===== src/rtl/pb_array_pkg.sv =====
// Shared types and helpers for the push-button debounce/counter array.
// Channel FSM states and the event-selection modes for the counters.
package pb_array_pkg;

  typedef enum logic [1:0] {
    IDLE,
    WAIT_PRESS,
    PRESSED,
    WAIT_RELEASE
  } state_t;

  typedef enum logic [1:0] {
    MODE_PRESS   = 2'd0,
    MODE_RELEASE = 2'd1,
    MODE_BOTH    = 2'd2,
    MODE_LONG    = 2'd3
  } mode_t;

  // Bits needed to hold values 0..n-1, never less than one bit
  function automatic int unsigned width_of(input int unsigned n);
    return (n > 1) ? $clog2(n) : 1;
  endfunction

endpackage


===== src/rtl/pb_channel_fsm.sv =====
// One button channel: two-flop synchroniser, debounce FSM with tick-driven
// wait timer, long-press timer and single-cycle event pulses.
module pb_channel_fsm
  import pb_array_pkg::*;
#(
  parameter int DELAY_W    = 8,
  parameter int LONG_TICKS = 100
) (
  input  logic               clock,
  input  logic               reset,
  input  logic               pb_in,
  input  logic               tick,
  input  logic [DELAY_W-1:0] delay,
  output logic               pb_level,
  output logic               press_pulse,
  output logic               release_pulse,
  output logic               long_pulse
);

  localparam int LONG_W = width_of(LONG_TICKS + 1);
  localparam logic [LONG_W-1:0] LONG_MAX = LONG_W'(LONG_TICKS);

  logic [1:0]         sync_q;
  logic               sync;
  state_t             state, next_state;
  logic [DELAY_W-1:0] timer, next_timer;
  logic [LONG_W-1:0]  long_cnt, next_long;

  always_ff @(posedge clock or posedge reset) begin
    if (reset) begin
      sync_q <= '0;
    end else begin
      sync_q <= {sync_q[0], pb_in};
    end
  end

  assign sync = sync_q[1];

  always_ff @(posedge clock or posedge reset) begin
    if (reset) begin
      state    <= IDLE;
      timer    <= '0;
      long_cnt <= '0;
    end else begin
      state    <= next_state;
      timer    <= next_timer;
      long_cnt <= next_long;
    end
  end

  // Pulses are asserted in the cycle the qualifying transition is taken
  always_comb begin
    next_state    = state;
    next_timer    = timer;
    next_long     = long_cnt;
    pb_level      = 1'b0;
    press_pulse   = 1'b0;
    release_pulse = 1'b0;
    long_pulse    = 1'b0;
    case (state)
      IDLE: begin
        if (sync) begin
          next_timer = delay;
          next_state = WAIT_PRESS;
        end
      end
      WAIT_PRESS: begin
        if (!sync) begin
          next_state = IDLE;
        end else if (timer == '0) begin
          next_state  = PRESSED;
          press_pulse = 1'b1;
          next_long   = '0;
        end else if (tick) begin
          next_timer = timer - DELAY_W'(1);
        end
      end
      PRESSED: begin
        pb_level = 1'b1;
        if (tick && (long_cnt != LONG_MAX)) begin
          next_long  = long_cnt + LONG_W'(1);
          long_pulse = (long_cnt == (LONG_MAX - LONG_W'(1)));
        end
        if (!sync) begin
          next_timer = delay;
          next_state = WAIT_RELEASE;
        end
      end
      WAIT_RELEASE: begin
        pb_level = 1'b1;
        if (sync) begin
          next_state = PRESSED;
        end else if (timer == '0) begin
          next_state    = IDLE;
          release_pulse = 1'b1;
        end else if (tick) begin
          next_timer = timer - DELAY_W'(1);
        end
      end
      default: next_state = IDLE;
    endcase
  end

endmodule


===== src/rtl/pb_debounce_counter_array.sv =====
// Multi-channel push-button front end: shared debounce tick prescaler,
// one debounce FSM per channel and a per-channel event counter.
module pb_debounce_counter_array
  import pb_array_pkg::*;
#(
  parameter int N_CH       = 3,
  parameter int CNT_W      = 8,
  parameter int DELAY_W    = 8,
  parameter int TICK_DIV   = 1000,
  parameter int LONG_TICKS = 100,
  parameter bit SATURATE   = 1'b0
) (
  input  logic                    clock,
  input  logic                    reset,
  input  logic [N_CH-1:0]         pb_in,
  input  logic [N_CH*DELAY_W-1:0] delay,
  input  logic [1:0]              count_mode,
  input  logic [N_CH-1:0]         clear,
  output logic [N_CH-1:0]         pb_level,
  output logic [N_CH-1:0]         press_pulse,
  output logic [N_CH-1:0]         release_pulse,
  output logic [N_CH-1:0]         long_pulse,
  output logic [N_CH*CNT_W-1:0]   count
);

  localparam int TICK_W = width_of(TICK_DIV);
  localparam logic [TICK_W-1:0] TICK_LAST = TICK_W'(TICK_DIV - 1);

  logic [TICK_W-1:0] tick_cnt;
  logic              tick;
  mode_t             mode;
  logic [N_CH-1:0]   event_hit;

  assign tick = (tick_cnt == TICK_LAST);

  always_ff @(posedge clock or posedge reset) begin
    if (reset) begin
      tick_cnt <= '0;
    end else if (tick) begin
      tick_cnt <= '0;
    end else begin
      tick_cnt <= tick_cnt + TICK_W'(1);
    end
  end

  assign mode = mode_t'(count_mode);

  always_comb begin
    event_hit = '0;
    case (mode)
      MODE_PRESS:   event_hit = press_pulse;
      MODE_RELEASE: event_hit = release_pulse;
      MODE_BOTH:    event_hit = press_pulse | release_pulse;
      MODE_LONG:    event_hit = long_pulse;
      default:      event_hit = '0;
    endcase
  end

  for (genvar g = 0; g < N_CH; g++) begin : g_ch
    logic [CNT_W-1:0] cnt_q;

    pb_channel_fsm #(
      .DELAY_W   (DELAY_W),
      .LONG_TICKS(LONG_TICKS)
    ) u_fsm (
      .clock        (clock),
      .reset        (reset),
      .pb_in        (pb_in[g]),
      .tick         (tick),
      .delay        (delay[g*DELAY_W +: DELAY_W]),
      .pb_level     (pb_level[g]),
      .press_pulse  (press_pulse[g]),
      .release_pulse(release_pulse[g]),
      .long_pulse   (long_pulse[g])
    );

    // Clear wins over a same-cycle event; saturation is a build-time choice
    always_ff @(posedge clock or posedge reset) begin
      if (reset) begin
        cnt_q <= '0;
      end else if (clear[g]) begin
        cnt_q <= '0;
      end else if (event_hit[g]) begin
        if (!(SATURATE && (cnt_q == '1))) begin
          cnt_q <= cnt_q + CNT_W'(1);
        end
      end
    end

    assign count[g*CNT_W +: CNT_W] = cnt_q;
  end

endmodule


===== config.mk =====
export PLATFORM = sky130hd
export DESIGN_NAME = pb_debounce_counter_array
export DESIGN_NICKNAME = d
export VERILOG_FILES = /design/src/rtl/pb_array_pkg.sv /design/src/rtl/pb_channel_fsm.sv /design/src/rtl/pb_debounce_counter_array.sv
export SDC_FILE = /design/constraint.sdc
export NUM_CORES = 1
export LEC_CHECK = 0
export CORE_ASPECT_RATIO = 1.5
export CORE_MARGIN = 5
export CORE_UTILIZATION = 50
export DETAILED_ROUTE_END_ITERATION = 10
export MAX_ROUTING_LAYER = met4
export PLACE_DENSITY = 0.77
export SLEW_MARGIN = 10
export SYNTH_ARGS = -nofsm -noshare
export SYNTH_HDL_FRONTEND = slang
export SYNTH_SLANG_ARGS = --single-unit

===== constraint.sdc =====
create_clock -name clock -period 2.7 [get_ports clock]
set_input_delay 0.405 -clock clock [delete_from_list [all_inputs] [get_ports clock]]
set_output_delay 0.405 -clock clock [all_outputs]
set_load 0.03 [all_outputs]

==> impl_metrics.ini, run 1 <==
[timing]
slew_violations = 0
skew_ns = 0.00895
worst_pin_slew_ns = 0.847
setup_slack_ns = 0.0709
finalCriticalPeriod_ns = 2.63
max_freq_mhz = 380
slew-limit-headroom = 0.434
tns_ns = 0
period_share = 0.974
holdWs_ns = 0.359
setup_viol = 0
hold_violations = 0

[detailed_routing]
wire_per_inst_um = 16.1
viasPerCell = 5.89
drt_iter0_drc = 190
firstDrtPassIters = 4
antenna_left = 0
drc = 0
num_vias = 4441
wl_mm = 12.1

[yosys]
ys_ff_latch = 91
syn_inst = 563
synth_ff_type = dfrtp_1
avgSynthCellArea_sq_um = 9.22
ys_seq_area_frac = 0.439
synth-edff-count = 0
synth_async_sr_flop_share = 1.00
synthesis.area_sq_um = 5190
ys_warn_count = 0
synthesis.nets = 613
ys_types = 65

[grt]
grt_pass1_vias = 4459
grt_antenna_before_repair = 0
grt-ovfl-total = 0
grt_usage = 0.208
grt_pass1_wl_mm = 20.8
grt_max_degree = 39

[cells_and_area]
layout-drive-gt1-share = 0.116
stdcell_area_sq_um = 6340
diodes = 0
layout_common_cells = dfrtp_1, clkdlybuf4s50_1, nand2_1, a21oi_1, o21ai_0
post-route-util = 0.626
final_common_cell = dfrtp_1
synthToLayoutAreaGrowth_pct = 22.2
layout.nets = 682
instances_no_fill = 754

[setup_path]
cp-start-kind = flop
crit_type = reg -> out
rrSetupSlack_ns = 0.25
setup.worst_path.end = release_pulse[2]
critPathLaunch = g_ch[2].u_fsm.timer[2]
crit_path_end_kind = primary output
r2r_start = tick_cnt[0]
r2r.worst_path.cells = 8
crit_arrival_ns = 2.22
r2r_end = g_ch[0].cnt_q[6]
cp_max_fo = 7
critical_path_required_ns = 2.30

[placement]
dpl_cell_area_sq_um = 6010
place_ws_ns = 0.223
port_buffers = 69
placed_cells = 738
place_congestion = 0.890
dp_hpwl_mm = 9.07

[floorplanning]
boundaryPins = 70
start_util = 0.512
num_rows = 45
die_area_sq_um = 12600
die_h_um = 135
die_x_um = 93.2
core-area_sq_um = 10100

[cts]
insertion_delay_ns = 0.34
numCtsBuffers = 9
cts_root_buf = clkbuf_16
hold_buffers = 0
cts.sinks = 91
clkTransAtPathRegs_ns = 0.06
htree_levels = 3
post_cts_buffers = 0
cts_tree = done
cts.path.max_buffers = 2

[power_and_ir_drop]
p_sw_mw = 1.15
power.leakage_nw = 2.59
powerDensity_nw_per_um2 = 589
power.share.clock = 0.344
share_comb_of_total_power = 0.191
switching_share = 0.309
seq_power_share = 0.465
fin_total_pwr_mw = 3.74
internal_power_mw = 2.58
ir_drop_v = 0.000344

[run_status]
status = finished clean

[min_path]
hold_class = reg -> reg

[flow_run]
drv_cap = 0
cells by family after synthesis:
kind of cell | share of synthesized area
AND/OR/NAND/NOR | 0.251
AO/OA/AOI/OAI | 0.159
flip-flops | 0.439
buffers and inverters | 0.0518
XOR/XNOR | 0.0338
adder cells (fa/ha/maj) | 0.0386
multiplexers | 0.0270
worst min path at each step:
stage / cells after the start / start / slack, ns / to
after floorplan: 0 / g_ch[0].u_fsm.sync_q[0] / 0.33 / g_ch[0].u_fsm.sync_q[1]
after global placement: 0 / g_ch[0].u_fsm.sync_q[0] / 0.33 / g_ch[0].u_fsm.sync_q[1]
after detailed placement: 0 / g_ch[2].u_fsm.sync_q[0] / 0.35 / g_ch[2].u_fsm.sync_q[1]
after CTS: 0 / g_ch[2].u_fsm.sync_q[0] / 0.36 / g_ch[2].u_fsm.sync_q[1]
after global routing: 0 / g_ch[0].u_fsm.sync_q[0] / 0.38 / g_ch[0].u_fsm.sync_q[1]
final: 0 / g_ch[2].u_fsm.sync_q[0] / 0.36 / g_ch[2].u_fsm.sync_q[1]
power groups by stage:
stage	Clock (mW)	Sequential [mW]	Combinational (mW)
after floorplan	0	1.72	0.480
after global routing	1.36	1.76	0.803
final	1.28	1.74	0.715
after detailed placement	0	1.74	0.702
after CTS	1.30	1.73	0.720
after global placement	0	1.73	0.676
cell usage after synthesis (6+ instances only):
library cell,count,area share
nor3_1,8,0.0077
and2_1,7,0.0084
clkbuf_1,16,0.012
xnor2_1,11,0.019
nor2b_1,11,0.013
inv_1,23,0.017
buf_4,12,0.017
or3_1,14,0.017
mux2_2,8,0.017
nand2b_1,10,0.012
nor2_1,41,0.030
dfrtp_1,91,0.44
nand3_1,30,0.029
nand2_1,49,0.035
xor2_1,9,0.015
nand4_1,12,0.014
a21oi_1,48,0.046
ha_1,16,0.039
o21ai_0,43,0.041
and3_1,6,0.0072
o22ai_1,7,0.0084
o31ai_1,6,0.0087
flip-flops by register name, indices dropped and copies added (netlist names), named ones only:
signal / flops
g_ch.cnt_q: 24
g_ch.u_fsm.timer: 24
g_ch.u_fsm.long_cnt: 21
tick_cnt: 10
g_ch.u_fsm.sync_q: 6
g_ch.u_fsm.state: 3
routing by layer:
layer  vias up  part of all wire  global-route usage  routed length (um)
li1       2163                 -                   -                   -
met1      2172              0.40               0.239                4870
met2        87              0.55               0.372                6640
met3        19             0.031              0.0295                 373
met4         0             0.020              0.0660                 248
met5         -                 0                   -                   0
worst max-delay path: stages, from the launching register on:
cell and delay [ns]:
dfrtp_1 0.44, or4_4 0.59, or4_4 0.53, nor2_1 0.15, buf_4 0.18
cell type report:
class                           instances  area, sq um
Multi-Input combinational cell        417         2680
Inverter                               23         90.1
Clock buffer                           11          243
Clock inverter                          5         61.3
Tap cell                              117          146
Timing Repair Buffer                   90          843
Fill cell                             883         3790
Sequential cell                        91         2280
what timing repair did:
action,in CTS,in global routing
gates resized for setup,8,4
pin swaps,1,0
endpoints found under the setup margin,6,3
Power figures use the tool's default switching activity.
==> inputs of run 2 (changes only) <==
- CAP_MARGIN: not set -> 40
==> run 2 against run 1 <==
  * Fmax decreased by 1.1%
  * Wire length increased by 1.0%
  * Clock power increased by 3%
  * Via count rose by 0.74%
  * Critical path depth unchanged
  * Register-to-register slack hardly changed
  * Largest power group unchanged
  * Cell area rose by 0.28%
  * Power grew 0.81%
  * Clock-buffer cell count is the same
==> impl_metrics.ini, run 2 (synthesized netlist as in run 1, its figures left out) <==
[run_status]
status = finished clean

[cells_and_area]
diodes = 0
layout-drive-gt1-share = 0.118
final_common_cell = dfrtp_1
layout_common_cells = dfrtp_1, clkdlybuf4s50_1, nand2_1, a21oi_1, o21ai_0
reg_top3 = g_ch.cnt_q: 24 flops, g_ch.u_fsm.timer: 24 flops, g_ch.u_fsm.long_cnt: 21 flops
layout.nets = 683
synthToLayoutAreaGrowth_pct = 22.6

[cts]
hold_buffers = 0
cts.sinks = 91
cts.path.max_buffers = 2
clkTransAtPathRegs_ns = 0.07
cts_tree = done
cts_root_buf = clkbuf_16
htree_levels = 3
numCtsBuffers = 9
insertion_delay_ns = 0.35
post_cts_buffers = 0

[grt]
grt-ovfl-total = 0
grt_pass1_vias = 4408
grt_pass1_wl_mm = 20.7
grt_usage = 0.209
grt_antenna_before_repair = 0
grt_max_degree = 33

[detailed_routing]
firstDrtPassIters = 5
wl_mm = 12.2
drc = 0
wire_per_inst_um = 16.2
viasPerCell = 5.93
num_vias = 4474
drt_iter0_drc = 218
antenna_left = 0

[power_and_ir_drop]
ir_drop_v = 0.000386
power.leakage_nw = 2.61
powerDensity_nw_per_um2 = 592

[timing]
skew_ns = 0.00938
period_share = 0.984
finalCriticalPeriod_ns = 2.66
holdWs_ns = 0.335
hold_violations = 0
rsz0062_at_grt = no
tns_ns = 0
max_freq_mhz = 376
slew_violations = 0
setup_viol = 0
worst_pin_slew_ns = 0.817
slew-limit-headroom = 0.448

[placement]
place_congestion = 0.890
dp_hpwl_mm = 9.13
port_buffers = 69

[floorplanning]
die_h_um = 135
start_util = 0.512
core-area_sq_um = 10100
num_rows = 45
boundaryPins = 70
die_x_um = 93.2
die_area_sq_um = 12600

[setup_path]
r2r.worst_path.cells = 7
crit_type = reg -> out
crit_path_end_kind = primary output
rrSetupSlack_ns = 0.24
cp-start-kind = flop
critical_path_required_ns = 2.30
cp_max_fo = 7
crit_arrival_ns = 2.25

[flow_run]
drv_cap = 0

[min_path]
hold_class = in -> async
## run 2: cell types whose count changed in the layout (fill, tap and decap cells not counted), sizes merged
| cell | delta |
|---|---|
| clkinvlp | -2 |
| buf | +1 |
| clkinv | +2 |
## run 2: report_power, final
group          internal (mW)  leakage (nW)  switching (mW)
logic                  0.319          1.29           0.392
registers               1.51          1.17           0.219
clock network          0.771         0.152           0.549
total                   2.61          2.61            1.16
## run 2: final cells by class
class / instances / area, sq um
timing repair buffer: 91 / 863
tap: 117 / 146
fill: 850 / 3770
inverter: 23 / 90.1
clock buffer: 11 / 253
multi-input combinational: 417 / 2670
sequential: 91 / 2280
clock inverter: 5 / 60.1
## run 2: timing repair
| item | in CTS | in global routing |
|---|---|---|
| pin swaps | 1 | 2 |
| resized for setup | 8 | 2 |
| endpoints found under the setup margin | 6 | 1 |
## run 2: critical path: stages (launching register included)
cell     delay (ns)
dfrtp_1        0.44
or4_4          0.60
or4_4          0.52
nor2_1         0.17
buf_4          0.18
## run 2: metrics by stage
step / instances / area [sq um] / util / worst slack [ns] / total power [mW]
6_report: 755 / 6360 / 0.628 / 0.0421 / 3.77
5_1_grt: 755 / 6360 / 0.628 / 0.00433 / 3.95
4_1_cts: 755 / 6350 / 0.627 / 0.0302 / 3.77
3_5_place_dp: 739 / 6030 / 0.595 / 0.231 / 2.45
3_3_place_gp: 738 / 6010 / 0.593 / 0.250 / 2.41
2_1_floorplan: 563 / 5190 / - / 0.283 / 2.20
## run 2: path summary, 6_finish.rpt
path / start / end
min: reset / g_ch[0].cnt_q[5]
min reg2reg: g_ch[2].u_fsm.sync_q[0] / g_ch[2].u_fsm.sync_q[1]
max: g_ch[2].u_fsm.timer[2] / release_pulse[2]
min in group clock: g_ch[2].u_fsm.sync_q[0] / g_ch[2].u_fsm.sync_q[1]
max in group asynchronous: reset / g_ch[2].u_fsm.timer[3]
max reg2reg: g_ch[1].u_fsm.timer[0] / g_ch[1].cnt_q[7]
## run 2: routing by layer
layer  vias to the layer above  global-route usage  share of wire
li1                       2162                   -              -
met1                      2198               0.237           0.40
met2                        93               0.370           0.54
met3                        21              0.0334          0.034
met4                         0              0.0750          0.022
met5                         -                   -              0
==> inputs of run 3 (changes only) <==
- PLACE_DENSITY: 0.77 -> 0.76
- SYNTH_HIERARCHICAL: not set -> 1
==> run 3 against run 2 <==
  * The flow now finishes with violations (setup timing)
  * Power up 33%
  * Sequential share of layout area down 3.8 points
  * Setup slack worse by 0.10 ns
  * Worst hold slack better by 0.015 ns
  * Critical path depth up 7
  * First-iteration DRC count down 32%
  * Clock skew down 0.0042 ns
  * Cell area up 12%
  * Critical endpoint is now g_ch[2].cnt_q[6]
  * Largest cell class unchanged
==> impl_metrics.ini, run 3 <==
[cells_and_area]
multi_input_area_sq_um = 2950
seqCellArea_sq_um = 2280
layout-drive-gt1-share = 0.251
layout_common_cells = dfrtp_1, buf_4, clkdlybuf4s50_1, nor2_1, nand3_1
reg_top3 = g_ch.cnt_q: 24 flops, g_ch.u_fsm/timer: 24 flops, g_ch.u_fsm/long_cnt: 21 flops
synthToLayoutAreaGrowth_pct = 36.0
final_common_cell = dfrtp_1
diodes = 0
layout.nets = 713
fill_cells = 757

[yosys]
ys_ff_latch = 91
synth_area_leader_cell = dfrtp_1
synth_top_cells_by_count = dfrtp_1, nor2_1, nand3_1
synth_async_sr_flop_share = 1.00
yosysMostFrequentCell = dfrtp_1
yosys-top-cells-area = dfrtp_1, ha_1, nand3_1
synthesis.nets = 582
ys_seq_area_frac = 0.435
netlist.area_leader.share = 0.435
synth_ff_type = dfrtp_1
avgSynthCellArea_sq_um = 9.84
synth-edff-count = 0
ys_warn_count = 6
ys_types = 74
synthesis.area_sq_um = 5230
syn_inst = 532

[timing]
slew-limit-headroom = 0.496
slew_violations = 0
skew_ns = 0.00514
rsz0062_at_grt = yes
hold_violations = 0
setup_slack_ns = -0.0619
finalCriticalPeriod_ns = 2.76
holdWs_ns = 0.350
max_freq_mhz = 362
worst_pin_slew_ns = 0.755
period_share = 1.02
setup_viol = 5

[cts]
cts_tree = done
clkTransAtPathRegs_ns = 0.06
hold_buffers = 0
cts.sinks = 91
htree_levels = 3
cts.path.max_buffers = 2
numCtsBuffers = 9
insertion_delay_ns = 0.34
cts_root_buf = clkbuf_16

[setup_path]
r2r.worst_path.cells = 11
cp-start-kind = flop
critical_path_required_ns = 2.98
cp_max_fo = 6
crit_type = reg -> reg
crit_path_end_kind = flop
crit_arrival_ns = 3.04

[floorplanning]
start_util = 0.514
boundaryPins = 70
num_rows = 45
die_h_um = 135
die_area_sq_um = 12700
core-area_sq_um = 10200
die_x_um = 93.5

[power_and_ir_drop]
powerDensity_nw_per_um2 = 703
ir_drop_v = 0.000503
fin_total_pwr_mw = 5.00
power.leakage_nw = 3.03

[grt]
grt_pass1_vias = 4658
grt_pass1_wl_mm = 20.9
grt-ovfl-total = 0
use_met3 = 0.0367
grt_usage = 0.207
use_met1 = 0.234
grt.busiest_layer = met2
grt_util_met2 = 0.358
grt_antenna_before_repair = 0
grt_max_degree = 26

[run_status]
violations = setup timing
status = finished, violations left

[min_path]
hold_depth = 0
hold_class = reg -> reg

[placement]
dp_hpwl_mm = 8.86
port_buffers = 69
place_congestion = 0.897

[detailed_routing]
drc = 0
num_vias = 4601
wire_per_inst_um = 15.4
wl_mm = 12.5
antenna_left = 0
firstDrtPassIters = 5
viasPerCell = 5.69
drt_iter0_drc = 148

[flow_run]
drv_cap = 0
run 3: cell count changes in the layout (fill, tap and decap cells not counted), moves of 5 or more:
cell and change:
nand2_1 -21, o21ai_0 -27, a21oi_2 +7, o22a_1 +7, or3_4 +5, o21ai_1 +10
a21oi_1 -30, buf_6 +9, inv_1 +5, xor2_1 +5, buf_4 +46
run 3: kinds of logic after synthesis:
kind of cell / Yosys count / synth area share
buffers and inverters: 50 / 0.0418
adder cells (fa/ha/maj): 16 / 0.0382
flip-flops: 91 / 0.435
XOR/XNOR: 23 / 0.0414
multiplexers: 17 / 0.0363
AO/OA/AOI/OAI: 114 / 0.161
AND/OR/NAND/NOR: 221 / 0.246
run 3: routing by layer:
metal	wire, um	vias up	part of all wire
met2	6530	116	0.52
met3	603	27	0.048
li1	-	2206	-
met1	5040	2252	0.40
met5	0	-	0
met4	300	0	0.024
run 3: power breakdown:
group          internal, mW  switching [mW]
combinational         0.768           0.849
sequential             1.59           0.258
clock                 0.998           0.534
run 3: path summary, 6_finish.rpt:
check                                               end  slack (ns)                     from
worst max-delay path                   g_ch[2].cnt_q[6]       -0.06   g_ch[2].u_fsm/timer[0]
worst min-delay path            g_ch[2].u_fsm/sync_q[1]        0.35  g_ch[2].u_fsm/sync_q[0]
worst max register to register         g_ch[2].cnt_q[6]       -0.06   g_ch[2].u_fsm/timer[0]
worst min register to register  g_ch[2].u_fsm/sync_q[1]        0.35  g_ch[2].u_fsm/sync_q[0]
max in group asynchronous              g_ch[0].cnt_q[1]        1.52                    reset
min in group asynchronous                   tick_cnt[6]        0.52                    reset
run 3: critical path, cell delays in order (launching register included):
cell	delay (ns)
dfrtp_1	0.39
inv_2	0.07
ha_2	0.15
or4b_4	0.46
or3_4	0.36
nor3b_4	0.20
buf_4	0.14
and3b_2	0.20
a2111oi_4	0.08
buf_4	0.18
or4_1	0.40
nand2_1	0.07
run 3: area by class of cell:
type                    instances  area share
multi-input cells             391       0.415
flip-flops and latches         91       0.320
repair buffers                140       0.173
clock buffers                   9      0.0316
well taps                     141      0.0248
clock inverters                 7      0.0195
inverters                      30      0.0158
run 3: what timing repair did:
| action | CTS | global route |
|---|---|---|
| setup buffers | 14 | 10 |
| resized for setup | 10 | 23 |
| endpoints found under the setup margin | 13 | 22 |
| pin swaps | 11 | 15 |
run 3: per-stage QoR:
stage,instances,area [sq um],TNS [ns],setup slack (ns),utilization
after floorplan,532,5370,-6.89,-0.442,-
after global placement,771,6450,0,0.0595,0.633
after detailed placement,771,6450,-0.256,-0.0847,0.633
after CTS,801,6950,-0.0469,-0.0370,0.682
after global routing,809,7120,-1.24,-0.185,0.698
final,809,7120,-0.222,-0.0619,0.698
